[src/rtl/cache_arbiter.sv]
// cache_arbiter: round-robin arbiter sharing one cache controller between an instruction
// and a data requester, with per-transaction timeout and access/hit statistics.
module cache_arbiter #(
    parameter int TMO = 64
) (
    input  logic        clk,
    input  logic        rst,
    input  logic        rq0_rd,
    input  logic        rq0_wr,
    input  logic [15:0] rq0_addr,
    input  logic [15:0] rq0_wdata,
    output logic [15:0] rq0_rdata,
    output logic        rq0_done,
    output logic        rq0_stall,
    output logic        rq0_err,
    input  logic        rq1_rd,
    input  logic        rq1_wr,
    input  logic [15:0] rq1_addr,
    input  logic [15:0] rq1_wdata,
    output logic [15:0] rq1_rdata,
    output logic        rq1_done,
    output logic        rq1_stall,
    output logic        rq1_err,
    output logic        c_rd,
    output logic        c_wr,
    output logic [15:0] c_addr,
    output logic [15:0] c_wdata,
    input  logic [15:0] c_rdata,
    input  logic        c_done,
    input  logic        c_hit,
    input  logic        c_err,
    output logic [15:0] acc_cnt,
    output logic [15:0] hit_cnt
);
    typedef enum logic [1:0] {IDLE, BUSY, RESP, FAULT} state_t;
    state_t state_q, state_d;
    logic last_q, last_d, gnt_q, gnt_d, err_q, err_d;
    logic cmd_rd_q, cmd_rd_d, cmd_wr_q, cmd_wr_d;
    logic [15:0] cmd_addr_q, cmd_addr_d, cmd_wdata_q, cmd_wdata_d, cnt_q, cnt_d;
    logic [15:0] rdata0_q, rdata0_d, rdata1_q, rdata1_d;
    logic [15:0] acc_cnt_q, acc_cnt_d, hit_cnt_q, hit_cnt_d;
    logic pend0, pend1, sel, g_rd, g_wr, resp0, resp1, fault;
    assign pend0 = rq0_rd | rq0_wr;
    assign pend1 = rq1_rd | rq1_wr;
    // sel=1 grants requester 1; on a tie the one not granted last wins
    assign sel = (pend0 && pend1) ? !last_q : pend1;
    assign g_rd = sel ? rq1_rd : rq0_rd;
    assign g_wr = sel ? rq1_wr : rq0_wr;
    always_comb begin
        state_d     = state_q;
        last_d      = last_q;
        gnt_d       = gnt_q;
        err_d       = err_q;
        cmd_rd_d    = cmd_rd_q;
        cmd_wr_d    = cmd_wr_q;
        cmd_addr_d  = cmd_addr_q;
        cmd_wdata_d = cmd_wdata_q;
        cnt_d       = cnt_q;
        rdata0_d    = rdata0_q;
        rdata1_d    = rdata1_q;
        acc_cnt_d   = acc_cnt_q;
        hit_cnt_d   = hit_cnt_q;
        case (state_q)
            IDLE: if (pend0 || pend1) begin
                gnt_d       = sel;
                last_d      = sel;
                cmd_rd_d    = g_rd;
                cmd_wr_d    = g_wr;
                cmd_addr_d  = sel ? rq1_addr : rq0_addr;
                cmd_wdata_d = sel ? rq1_wdata : rq0_wdata;
                cnt_d       = 16'd1;
                err_d       = g_rd && g_wr;
                state_d     = (g_rd && g_wr) ? RESP : BUSY;
            end
            BUSY: if (c_done) begin
                state_d   = RESP;
                err_d     = c_err;
                rdata0_d  = gnt_q ? rdata0_q : c_rdata;
                rdata1_d  = gnt_q ? c_rdata : rdata1_q;
                acc_cnt_d = acc_cnt_q + 16'd1;
                hit_cnt_d = hit_cnt_q + {15'd0, c_hit};
            end else if (cnt_q == 16'(TMO)) begin
                state_d = FAULT;
            end else begin
                cnt_d = cnt_q + 16'd1;
            end
            RESP:    state_d = IDLE;
            default: state_d = FAULT;
        endcase
    end
    always_ff @(posedge clk) begin
        if (rst) begin
            state_q     <= IDLE;
            last_q      <= 1'b1;
            gnt_q       <= 1'b0;
            err_q       <= 1'b0;
            cmd_rd_q    <= 1'b0;
            cmd_wr_q    <= 1'b0;
            cmd_addr_q  <= '0;
            cmd_wdata_q <= '0;
            cnt_q       <= '0;
            rdata0_q    <= '0;
            rdata1_q    <= '0;
            acc_cnt_q   <= '0;
            hit_cnt_q   <= '0;
        end else begin
            state_q     <= state_d;
            last_q      <= last_d;
            gnt_q       <= gnt_d;
            err_q       <= err_d;
            cmd_rd_q    <= cmd_rd_d;
            cmd_wr_q    <= cmd_wr_d;
            cmd_addr_q  <= cmd_addr_d;
            cmd_wdata_q <= cmd_wdata_d;
            cnt_q       <= cnt_d;
            rdata0_q    <= rdata0_d;
            rdata1_q    <= rdata1_d;
            acc_cnt_q   <= acc_cnt_d;
            hit_cnt_q   <= hit_cnt_d;
        end
    end
    assign resp0     = (state_q == RESP) && !gnt_q;
    assign resp1     = (state_q == RESP) && gnt_q;
    assign fault     = state_q == FAULT;
    assign c_rd      = (state_q == BUSY) && cmd_rd_q;
    assign c_wr      = (state_q == BUSY) && cmd_wr_q;
    assign c_addr    = cmd_addr_q;
    assign c_wdata   = cmd_wdata_q;
    assign rq0_done  = resp0;
    assign rq1_done  = resp1;
    assign rq0_err   = (resp0 && err_q) || fault;
    assign rq1_err   = (resp1 && err_q) || fault;
    // stall is held low while reset is applied so the requesters see a quiet bus
    assign rq0_stall = pend0 && !resp0 && !rst;
    assign rq1_stall = pend1 && !resp1 && !rst;
    assign rq0_rdata = rdata0_q;
    assign rq1_rdata = rdata1_q;
    assign acc_cnt   = acc_cnt_q;
    assign hit_cnt   = hit_cnt_q;
endmodule
[config.mk]
export PLATFORM = sky130hd
export DESIGN_NAME = cache_arbiter
export DESIGN_NICKNAME = d
export VERILOG_FILES = /design/src/rtl/cache_arbiter.sv
export SDC_FILE = /design/constraint.sdc
export NUM_CORES = 1
export LEC_CHECK = 0
export ABC_AREA = 0
export ABC_CLOCK_PERIOD_IN_PS = 5600
export CORE_MARGIN = 3
export CORE_UTILIZATION = 40
export CTS_CLUSTER_SIZE = 12
export DETAILED_ROUTE_END_ITERATION = 7
export PLACE_DENSITY = 0.74
export REMOVE_ABC_BUFFERS = 1
export SLEW_MARGIN = 20
export SYNTH_ARGS = -nofsm -noshare
export SYNTH_HDL_FRONTEND = slang
export SYNTH_SLANG_ARGS = --single-unit
[constraint.sdc]
create_clock -name clk -period 5.6 [get_ports clk]
set_input_delay 1.68 -clock clk [delete_from_list [all_inputs] [get_ports clk]]
set_output_delay 1.68 -clock clk [all_outputs]
set_load 0.1 [all_outputs]
==> out/results.tsv, run 1 <==
stage	metric	value	unit
run_status	outcome	completed	
synth	ys_async_sr_fraction	0	%
final_layout	fin_area	7850	um2
floorplan	fp.dieW	120	um
drt	drc	0	
drt	vias	5307	
synth	ys_types	47	
cts	cts_post_setup_buffers_inserted	0	
sta	period_needed	4.61	ns
floorplan	core-area	12700	um2
floorplan	rows	41	
synth	ys.warnings.count	0	
floorplan	die_area	14500	um2
setup_path	critical-path-top-delay-family	buffers and inverters	
cts	cts_tree	done	
cts	clock_sinks	119	
cts	cts_buffers	17	
synth	ys.flop_type	dfxtp_1	
sta	tightest_slew	1.04	ns
synth	synthAdderAreaFrac	1.19	%
cts	clk-insertion-delay-late	0.40	ns
place	hpwl	10.8	mm
worst_hold_path	hold_end	rq0_rdata[14]	
sta	fin_worst_skew	0.00805	ns
setup_path	crit_path_top_delay_cell	clkdlybuf4s50_1	
setup_path	critical_path_class	in -> out	
place	dpl_cell_area	7200	um2
place	gp_congestion	0.865	
sta	setup_violations	0	
cts	cts_max_level	4	
synth	postSynthCellCount	649	
drt	drtAntennaViolNets	0	
setup_path	endpoint_kind	output pin	
sta	relSlewSlack	30.3	%
grt	track_usage	20.6	%
cts	cts.root.buffer_cell	clkbuf_16	
cts	path_clk_slew	0.06	ns
setup_path	cp_slowest_stage_delay	0.62	ns
drt	wl_per_cell	15.1	um
synth	synth_compound_area_share	15.4	%
grt	grt_pass1_vias	5152	
place	dp_cells	973	
pwr	ir_drop	202	uV
sta	hold_viol	0	
synth	syn_area	5240	um2
place	port_buffers	192	
sta	drv_slew	0	
run	drv_cap	0	
sta	setup_tns	0	ns
setup_path	crit_path_start	rq1_wr	
floorplan	io_pins	193	
grt	overflow	0	
cts	cts_buffer_depth	2	
grt	grt_pass1_wl	24.8	mm
drt	dr.pass1.iters	5	
grt	antenna_found_initial	0	
final_layout	stdcell_count	1005	
worst_hold_path	whs_path_depth	2	
synth	synth_top_family_by_area	simple AND/OR/NAND/NOR gates	
setup_path	timing.rr.end	cnt_q[15]	
final_layout	fin_nets	914	
floorplan	die_h	120	um
setup_path	reg2regPathDepth	4	
synth	syn_avg_cell_area	8.07	um2
floorplan	start_util	41.2	%
drt	wl	15.2	mm
setup_path	critical_path_cell_count	4	
pwr	p_leak	0.00280	uW
worst_hold_path	worstHoldStart	rq0_rdata[14]	
grt	grt_max_degree	80	
drt	drt_iter0_drc	345	
drt	via_per_inst	5.28	
final_layout	final_common_cell	clkdlybuf4s50_1	
final_layout	antennaDiodeCount	0	
setup_path	critPathBufInv	2	
worst_hold_path	hp-class	reg -> reg	
sta	rsz0062_at_grt	false	
synth	synth_simple_gate_area_share	29.3	%
setup_path	r2r_slack	3.37	ns
final_layout	drive_above_1_share	6.24	%
setup_path	crit_chain	clkdlybuf4s50_1, nor2_1, nor3_1, buf_4	
sta	fmax	217	MHz
final_layout	areaGrowthSynthToFinish	49.8	%
setup_path	crit_fanout	6	
synth	synth-edff-count	0	
synth	seq_area_frac_synth	45.5	%
synth	ys_ff_latch	119	
sta	finalCritPeriodShare	82.4	%
cts	holdBufCountCts	0	
setup_path	critPathArrivalTime	2.93	ns
synth	synth_xor_area_share	4.01	%
setup_path	r2r_start	state_q[0]	
synth	muxShareOfSynthArea	0.191	%
final_layout	final_cell_mix	189 x clkdlybuf4s50_1, 159 x nand2_1, 119 x dfxtp_1	
setup_path	critical_path_required	3.92	ns
cts	ctsResizeCount	0	
setup_path	cp-start-kind	primary input	
pwr	power_density	375	nW/um2
## Yosys cell counts, types with 2 or more instances
cell | count | share of area, %
nor4_1 | 5 | 0.60
nand2_1 | 159 | 11
and2_1 | 8 | 0.96
nor2b_1 | 2 | 0.24
clkbuf_1 | 32 | 2.3
buf_1 | 2 | 0.14
o211ai_1 | 4 | 0.57
nand2b_1 | 3 | 0.36
o21ai_0 | 14 | 1.3
a311oi_1 | 32 | 5.4
nor3_1 | 8 | 0.76
or4_1 | 7 | 1.0
a21oi_1 | 61 | 5.8
inv_1 | 9 | 0.65
nand3_1 | 16 | 1.5
xnor2_1 | 9 | 1.5
dfxtp_1 | 119 | 45
ha_1 | 5 | 1.2
o31ai_1 | 7 | 1.0
xor2_1 | 15 | 2.5
or3_1 | 8 | 0.96
nand4_1 | 12 | 1.4
a21boi_0 | 2 | 0.29
nand4b_1 | 4 | 0.67
and3_1 | 9 | 1.1
and4_1 | 6 | 1.0
and4b_2 | 3 | 0.65
buf_2 | 3 | 0.29
nor2_1 | 62 | 4.4
or4_4 | 3 | 0.65
buf_6 | 4 | 0.86
## stage by stage
stage          total power (uW)  utilization, %  hold WS, ns  setup WS (ns)
2_1_floorplan              1540               -        0.421         -0.367
3_3_place_gp               1780            56.5        0.440           1.10
3_5_place_dp               1790            56.6        0.443           1.00
4_1_cts                    2970            61.6        0.452          0.989
5_1_grt                    3060            61.7        0.475          0.896
6_report                   2950            61.7        0.452          0.986
## metal layers
layer / vias to the layer above / wire (um) / part of all wire, % / GRT usage (%)
met2: 200 / 7240 / 48 / 34.1
met3: 29 / 1130 / 7.4 / 6.27
met5: - / 0 / 0 / 0
met4: 0 / 360 / 2.4 / 8.07
met1: 2465 / 6450 / 42 / 25.2
li1: 2613 / - / - / -
## power breakdown
group	switching, uW	internal (uW)	leakage (uW)
clock	388	781	0.000306
sequential	45.6	909	0.000970
combinational	602	219	0.00153
total	1040	1910	0.00280
## worst min-delay path: cells and delay by family (launching register included)
kind	cells	cell delay [ns]
AOI/OAI and AO/OA	1	0.05
DFF	1	0.31
and+or+nand+nor	1	0.05
## sequential cells by signal, indices dropped and copies added, names as in the netlist
| register | flops |
|---|---|
| rq0_rdata | 16 |
| acc_cnt | 16 |
| c_addr | 16 |
| cmd_rd_q | 1 |
| rq1_rdata | 16 |
| c_wdata | 16 |
| err_q | 1 |
| last_q | 1 |
| state_q | 2 |
| gnt_q | 1 |
| cnt_q | 16 |
| hit_cnt | 16 |
| cmd_wr_q | 1 |
## final cells by class
class                      count  area (um2)
multi-input combinational    479        2640
clock inverter                11         170
fill                        1144        4880
clock buffer                  21         470
timing repair buffer         194        1930
inverter                       9        33.8
tap                          172         215
sequential                   119        2380
## logic make-up after synthesis
kind of cell / Yosys count
flip-flops: 119
buffers and inverters: 51
AO/OA/AOI/OAI: 127
adder cells (fa/ha/maj): 5
multiplexers: 1
AND/OR/NAND/NOR: 322
XOR/XNOR: 24
## worst max-delay path by stage
stage | slack (ns) | to
floorplan | -0.37 | rq0_stall
global placement | 1.10 | rq1_stall
CTS | 0.99 | rq1_stall
finish | 0.99 | rq1_stall
global route | 0.90 | rq1_stall
detailed placement | 1.00 | rq1_stall
No activity file was read; power rests on OpenSTA's default activity.
==> inputs of run 2 (changes only) <==
ABC_CLOCK_PERIOD_IN_PS = 4000   (was 5600)
PLACE_DENSITY = 0.77   (was 0.74)
clock period = 4 ns   (was 5.6 ns; I/O delays follow)
==> out/results.tsv, run 2 (same netlist as run 1, synthesis figures left out) <==
stage	metric	value	unit	change
run_status	outcome	completed		unchanged
sta	setup_violations	0		unchanged
final_layout	final_common_cell	clkdlybuf4s50_1		unchanged
pwr	p_total	4170	uW	was 2950 uW
place	dp_cells	977		was 973
sta	fin_worst_skew	0.00601	ns	was 0.00805 ns
grt	overflow	0		unchanged
sta	hold_viol	0		unchanged
cts	cts_buffers	17		unchanged
cts	ctsResizeCount	0		unchanged
final_layout	fin_nets	918		was 914
drt	drt_iter0_drc	395		was 345
grt	antenna_found_initial	0		unchanged
setup_path	critical_path_class	in -> out		unchanged
cts	path_clk_slew	0.05	ns	was 0.06 ns
worst_hold_path	hp-class	reg -> reg		unchanged
run	drv_cap	0		unchanged
final_layout	final_cell_mix	171 x clkdlybuf4s50_1, 159 x nand2_1, 119 x dfxtp_1		was 189 x clkdlybuf4s50_1, 159 x nand2_1, 119 x dfxtp_1
sta	drv_slew	0		unchanged
setup_path	endpoint_kind	output pin		unchanged
cts	holdBufCountCts	0		unchanged
grt	grt_pass1_wl	24.5	mm	was 24.8 mm
drt	wl_per_cell	14.9	um	was 15.1 um
setup_path	critPathBufInv	2		unchanged
floorplan	io_pins	193		unchanged
final_layout	drive_above_1_share	8.49	%	was 6.24%
place	gp_congestion	0.806		was 0.865
setup_path	critical_path_required	2.80	ns	was 3.92 ns
sta	finalCritPeriodShare	91.3	%	
sta	rsz0062_at_grt	false		unchanged
final_layout	areaGrowthSynthToFinish	50.1	%	was 49.8%
setup_path	critPathArrivalTime	2.45	ns	was 2.93 ns
sta	fmax	274	MHz	
pwr	power_density	531	nW/um2	was 375 nW/um2
cts	cts_post_setup_buffers_inserted	0		unchanged
floorplan	core-area	12700	um2	unchanged
floorplan	die_area	14500	um2	unchanged
cts	clock_sinks	119		unchanged
sta	tightest_slew	1.01	ns	was 1.04 ns
grt	grt_pass1_vias	5058		was 5,152
setup_path	crit_fanout	6		unchanged
grt	track_usage	20.8	%	was 20.6%
pwr	ir_drop	280	uV	was 202 uV
drt	wl	15.0	mm	was 15.2 mm
sta	relSlewSlack	32.3	%	was 30.3%
final_layout	stdcell_count	1008		was 1,005
setup_path	cp_slowest_stage_delay	0.59	ns	was 0.62 ns
final_layout	antennaDiodeCount	0		unchanged
cts	cts_max_level	4		unchanged
pwr	p_leak	0.00288	uW	was 0.00280 uW
floorplan	rows	41		unchanged
cts	clk-insertion-delay-late	0.41	ns	was 0.40 ns
drt	drc	0		unchanged
floorplan	fp.dieW	120	um	unchanged
sta	period_needed	3.65	ns	
setup_path	crit_chain	clkdlybuf4s50_1, nor2_1, nor3_1, buf_12		was clkdlybuf4s50_1, nor2_1, nor3_1, buf_4
floorplan	die_h	120	um	unchanged
cts	cts_tree	done		unchanged
setup_path	cp-start-kind	primary input		unchanged
setup_path	critical-path-top-delay-family	buffers and inverters		unchanged
setup_path	crit_path_top_delay_cell	clkdlybuf4s50_1		unchanged
drt	vias	5300		was 5,307
drt	dr.pass1.iters	7		was 5
sta	setup_tns	0	ns	unchanged
drt	via_per_inst	5.26		was 5.28
place	port_buffers	192		unchanged
grt	grt_max_degree	71		was 80
cts	cts.root.buffer_cell	clkbuf_16		unchanged
drt	drtAntennaViolNets	0		unchanged
cts	cts_buffer_depth	2		unchanged
place	hpwl	10.7	mm	was 10.8 mm
floorplan	start_util	41.2	%	unchanged
## run 2: metal layers
| metal | vias to the layer above | track usage [%] | routed length, um |
|---|---|---|---|
| met5 | - | 0 | 0 |
| met4 | 0 | 9.21 | 369 |
| met3 | 29 | 5.43 | 1040 |
| met2 | 197 | 34.8 | 7340 |
| met1 | 2444 | 25.1 | 6280 |
| li1 | 2630 | - | - |
## run 2: path summary, 6_finish.rpt
path / endpoint / slack [ns] / depth (start not counted) / startpoint
setup / recovery: rq1_stall / 0.35 / 4 / rq1_rd
hold / removal: rq1_rdata[12] / 0.45 / 2 / rq1_rdata[12]
setup reg to reg: acc_cnt[15] / 1.91 / 4 / state_q[0]
hold reg to reg: rq1_rdata[12] / 0.45 / 2 / rq1_rdata[12]
## run 2: layout make-up
cell class	instances	area, um2
Clock inverter	8	168
Timing Repair Buffer	198	1940
Sequential cell	119	2380
Fill cell	1115	4860
Multi-Input combinational cell	479	2630
Tap cell	172	215
Inverter	9	33.8
Clock buffer	23	488
## run 2: where the power goes
part	internal [uW]	switching [uW]	total, uW
clock	1170	518	1680
sequential	1270	60.9	1330
combinational	311	843	1150
## run 2: worst min-delay path, cell delays in order (launching register included)
cell	delay [ns]
dfxtp_1	0.30
nand2_1	0.05
a21oi_1	0.05
## run 2: stage by stage
stage | worst slack (ns) | utilization [%] | area, um2 | hold WS (ns)
after floorplan | -1.49 | - | 5040 | 0.421
after global placement | 0.351 | 56.6 | 7200 | 0.441
after detailed placement | 0.343 | 56.6 | 7200 | 0.446
after CTS | 0.346 | 61.8 | 7860 | 0.453
after global routing | 0.228 | 61.8 | 7860 | 0.473
final | 0.349 | 61.8 | 7860 | 0.451
==> variant 1 (flow settings as in run 2) <==
`cmd_addr_q` no longer has a reset.
--- a/src/rtl/cache_arbiter.sv
+++ b/src/rtl/cache_arbiter.sv
@@ -97,5 +97,4 @@
             cmd_rd_q    <= 1'b0;
             cmd_wr_q    <= 1'b0;
-            cmd_addr_q  <= '0;
             cmd_wdata_q <= '0;
             cnt_q       <= '0;
@@ -111,5 +110,4 @@
             cmd_rd_q    <= cmd_rd_d;
             cmd_wr_q    <= cmd_wr_d;
-            cmd_addr_q  <= cmd_addr_d;
             cmd_wdata_q <= cmd_wdata_d;
             cnt_q       <= cnt_d;
@@ -119,4 +117,8 @@
             hit_cnt_q   <= hit_cnt_d;
         end
+    end
+
+    always_ff @(posedge clk) begin
+        cmd_addr_q <= cmd_addr_d;
     end
     assign resp0     = (state_q == RESP) && !gnt_q;
Formal check against the unedited RTL: not equivalent (Yosys sat finds a counterexample within 4 cycles, from zero or initial values and one cycle with rst high).
==> variant 1 against run 2 <==
Critical path depth unchanged. Count of clock-buffer cells in the layout unchanged. Routed wire length up 2.1%. Register-to-register slack better by 0.02 ns. Synthesized cell count down 3.9%. Cell area down 0.76%. Synthesized area down 1.1%. Total power down 1.0%. Setup slack worse by 0.062 ns. Combinational power up 8%. First-iteration DRC count up 16%. Sequential cell count unchanged. Sequential share of layout area up 2.3 points. Largest cell class is now registers.
==> variant 1: results <==
[place]
portBuffers = 192
place_congestion = 0.866
placed_area_um2 = 7210
dp.cells = 959
dp_hpwl_um = 11000

[sta]
relSlewSlack_pct = 31.8
clock_skew_ns = 0.00759

[drt]
drtIter0Drc = 459
first_pass_iters = 4
num_vias = 5157
routed_via_density = 5.20
drt-total-wl_um = 15400

[setup_path]
cp_max_fo = 7
crit_end = rq1_stall
path_delay_family = buffers and inverters
ff2ff_setup_slack_ns = 1.93
crit_path_max_incr_delay_ns = 0.61
cp_slowest_cell = clkdlybuf4s50_1
rr_endpoint = hit_cnt[15]
worstRegToRegCells = 4
r2r-start = state_q[0]
arrival_ns = 2.51

[grt]
track_usage_pct = 21.8
grt_pass1_vias = 5134
antenna_found_initial = 0
grt_start_max_net_pins = 79
grt_first_pass_wirelength_um = 25200

[clock_tree]
htreeDepth = 4
numCtsBuffers = 17
cts_setup_buffers = 0
clock_latency_ns = 0.41
path_clk_slew_ns = 0.05
cts_root_buf = clkbuf_16
cts.repair.resized = 0
cts_max_path_buffers = 2

[worst_hold_path]
hp-class = flip-flop to flip-flop

[power_and_ir_drop]
leakage_nw = 2.86
max-vdd-ir-drop_mv = 0.376

[die]
std_cell_rows = 40

[synthesis]
synth_common_cells = nand2_1 (174), dfxtp_1 (103), a21oi_1 (62)
synth_seq_area_share_pct = 49.1
ys_warn_count = 0
synth_cell_types = 51
synth.top_cells.by_area = dfxtp_1 (40%), nand2_1 (13%), edfxtp_1 (9.3%), a21oi_1 (6.0%), nor2_1 (3.8%)
synthArstFlopShare_pct = 0
avgSynthCellArea_um2 = 8.30
synth_edf_count = 16

[run_status]
status = finished clean

[finish]
nFillCells = 1024
drive_gt1_share_pct = 8.51
fin_nets = 904
num_antenna_cells = 0
[variant 1: changes by cell type after synthesis, sizes merged, moves of 5 or more]
cell / run 2 / this run
xor2: 15 / 9
dfxtp: 119 / 103
clkbuf: 32 / 25
and2: 8 / 3
xnor2: 9 / 15
nand2: 159 / 174
edfxtp: 0 / 16
a311oi: 32 / 16
nor2: 62 / 52
[variant 1: power by group]
group / internal (mW) / switching [mW]
combinational: 0.316 / 0.925
sequential: 1.32 / 0.0559
clock: 0.995 / 0.514
total: 2.63 / 1.49
[variant 1: cell type report]
class	count	area, um2	area share, %
multi-input combinational	462	2460	31.6
inverter	12	45.0	0.577
clock inverter	9	95.1	1.22
sequential	119	2540	32.6
tap	168	210	2.69
clock buffer	23	499	6.40
timing repair buffer	198	1950	25.0
[variant 1: metal layers]
layer / vias up / GRT usage [%] / routed length (um)
li1: 2538 / - / -
met1: 2412 / 25.3 / 6260
met2: 182 / 36.5 / 7650
met3: 25 / 7.63 / 1070
met4: 0 / 9.16 / 386
met5: - / 0 / 0
[variant 1: logic make-up (layout without fill, tap and decap cells)]
family | Yosys count | in the layout | synth area share (%)
AO/OA/AOI/OAI | 110 | 110 | 12.8
adder cells (fa/ha/maj) | 5 | 5 | 1.21
buffers and inverters | 43 | 242 | 3.55
XOR/XNOR | 24 | 24 | 4.06
multiplexers | 1 | 1 | 0.193
flip-flops | 119 | 119 | 49.1
AND/OR/NAND/NOR | 322 | 322 | 29.2
[variant 1: worst min-delay path by stage]
stage	start	endpoint	slack (ns)	cells after the start
2_1_floorplan	cmd_rd_q	cmd_rd_q	0.42	2
3_3_place_gp	cmd_rd_q	cmd_rd_q	0.44	2
3_5_place_dp	cmd_wr_q	cmd_wr_q	0.45	2
4_1_cts	cmd_wr_q	cmd_wr_q	0.45	2
5_1_grt	rq1_rdata[11]	rq1_rdata[11]	0.47	2
6_report	rq0_rdata[1]	rq0_rdata[1]	0.45	2
[variant 1: tightest hold or removal path, cell delays in order, from the launching register on]
cell,delay [ns]
dfxtp_1,0.30
nand2_1,0.05
a21oi_1,0.05
[variant 1: through the flow]
step,worst slack [ns],util (%)
2_1_floorplan,-1.34,-
5_1_grt,0.235,63.4
3_3_place_gp,0.320,58.5
6_report,0.287,63.4
3_5_place_dp,0.295,58.5
4_1_cts,0.287,63.4
==> variant 2 (settings of run 2) <==
Made on the original files. The parameter `TMO` goes from 64 to 48.
--- a/src/rtl/cache_arbiter.sv
+++ b/src/rtl/cache_arbiter.sv
@@ -2,5 +2,5 @@
 // and a data requester, with per-transaction timeout and access/hit statistics.
 module cache_arbiter #(
-    parameter int TMO = 64
+    parameter int TMO = 48
 ) (
     input  logic        clk,
Formal check against the unedited RTL: same outputs for any inputs over 4 cycles, from zero or initial values and one cycle with rst high; that may be too few to reach the edited logic, so the function may still have changed.
==> variant 2 against run 2 <==
Critical path depth unchanged. Count of clock-buffer cells in the layout down 6. Largest cell class unchanged. Setup slack worse by 0.038 ns. Cell area down 0.84%. Sequential share of layout area up 0.26 points. Sequential cell count unchanged. Total power up 2.3%. Via count down 5.6%. Routed wire length down 5.4%. Register-to-register slack worse by 0.07 ns. Synthesized area down 2.2%.
==> variant 2: results <==
[run_status]
status = finished clean

[sta]
whs_ns = 0.455
relSlewSlack_pct = 31.8
clock_skew_ns = 0.0118
setup_viol = 0
fin_crit_sh_pct = 92.2

[synthesis]
synth_seq_area_share_pct = 46.5
synth.top_cells.by_area = dfxtp_1 (47%), nand2_1 (6.9%), mux2i_1 (6.3%), a21oi_1 (6.1%), a211oi_1 (5.0%)
synth_common_cells = dfxtp_1 (119), nand2_1 (94), nor2_1 (66)
synth_cell_types = 41
synthArstFlopShare_pct = 0
synth_cells = 605

[worst_hold_path]
hold_start = rq0_rdata[10]
hold_end = rq0_rdata[10]
hp-class = flip-flop to flip-flop

[place]
place_ws_ns = 0.301
placed_area_um2 = 7150
dp.cells = 937
place_congestion = 0.844
dp_hpwl_um = 10400

[setup_path]
arrival_ns = 2.49
rr_endpoint = cnt_q[14]
cp_max_fo = 5
ff2ff_setup_slack_ns = 1.84
worstRegToRegCells = 6

[grt]
track_usage_pct = 20.0
grt_start_max_net_pins = 72
use_met3_pct = 8.40
grt_first_pass_wirelength_um = 23200
grt.met1_usage_pct = 23.5
grt_pass1_vias = 4800
use_met2_pct = 32.4
grt_busiest_layer = met2

[finish]
num_antenna_cells = 0
fin_nets = 882
nFillCells = 1053
drive_gt1_share_pct = 7.99

[drt]
first_pass_iters = 5
drtIter0Drc = 329
routed_via_density = 5.17
drt-total-wl_um = 14200
wl_per_cell_um = 14.7

[power_and_ir_drop]
p_int_mw = 2.69
max-vdd-ir-drop_mv = 0.296
leakage_nw = 2.90

[clock_tree]
htreeDepth = 4
## variant 2: cells by family (layout without fill, tap and decap cells)
logic type,after synthesis,count (layout),synth area share [%]
simple gates,253,253,23.7
buf+inv,48,244,3.91
xor+xnor,24,24,4.11
mux,32,32,6.26
fa+ha+maj,5,5,1.22
flops,119,119,46.5
compound gates,124,124,14.2
## variant 2: worst max-delay path, cell delays in order
cell             delay, ns
clkdlybuf4s50_1       0.59
inv_1                 0.09
a211oi_1              0.38
buf_12                0.23
## variant 2: metal layers
| layer | share of wire [%] | vias to the layer above |
|---|---|---|
| met5 | 0 | - |
| met2 | 49 | 195 |
| met3 | 8.7 | 21 |
| met4 | 2.0 | 0 |
| met1 | 41 | 2310 |
| li1 | - | 2479 |
## variant 2: layout make-up
class,instances,share of cell area [%]
timing repair buffer,200,25.2
tap,168,2.70
multi-input combinational,438,32.8
clock inverter,15,2.76
sequential,119,30.6
clock buffer,17,5.46
inverter,12,0.578
## variant 2: stage by stage
step	TNS, ns	utilization [%]
finish	0	63.6
CTS	0	63.6
floorplan	-8.73	-
global placement	0	58.3
global route	0	63.6
detailed placement	0	58.3
## variant 2: power groups by stage
stage               registers [mW]  logic (mW)  clock network, mW
floorplan                     1.93       0.352                  0
global placement              1.37        1.28                  0
detailed placement            1.37        1.29                  0
CTS                           1.35        1.29               1.67
global route                  1.36        1.35               1.72
finish                        1.35        1.28               1.64
## variant 2: worst max path at each step
| stage | start | to |
|---|---|---|
| final | rq0_rd | rq0_stall |
| after global routing | rq0_rd | rq0_stall |
| after CTS | rq0_rd | rq0_stall |
| after detailed placement | rq0_rd | rq0_stall |
| after global placement | rq0_rd | rq0_stall |
| after floorplan | state_q[1] | rq0_stall |
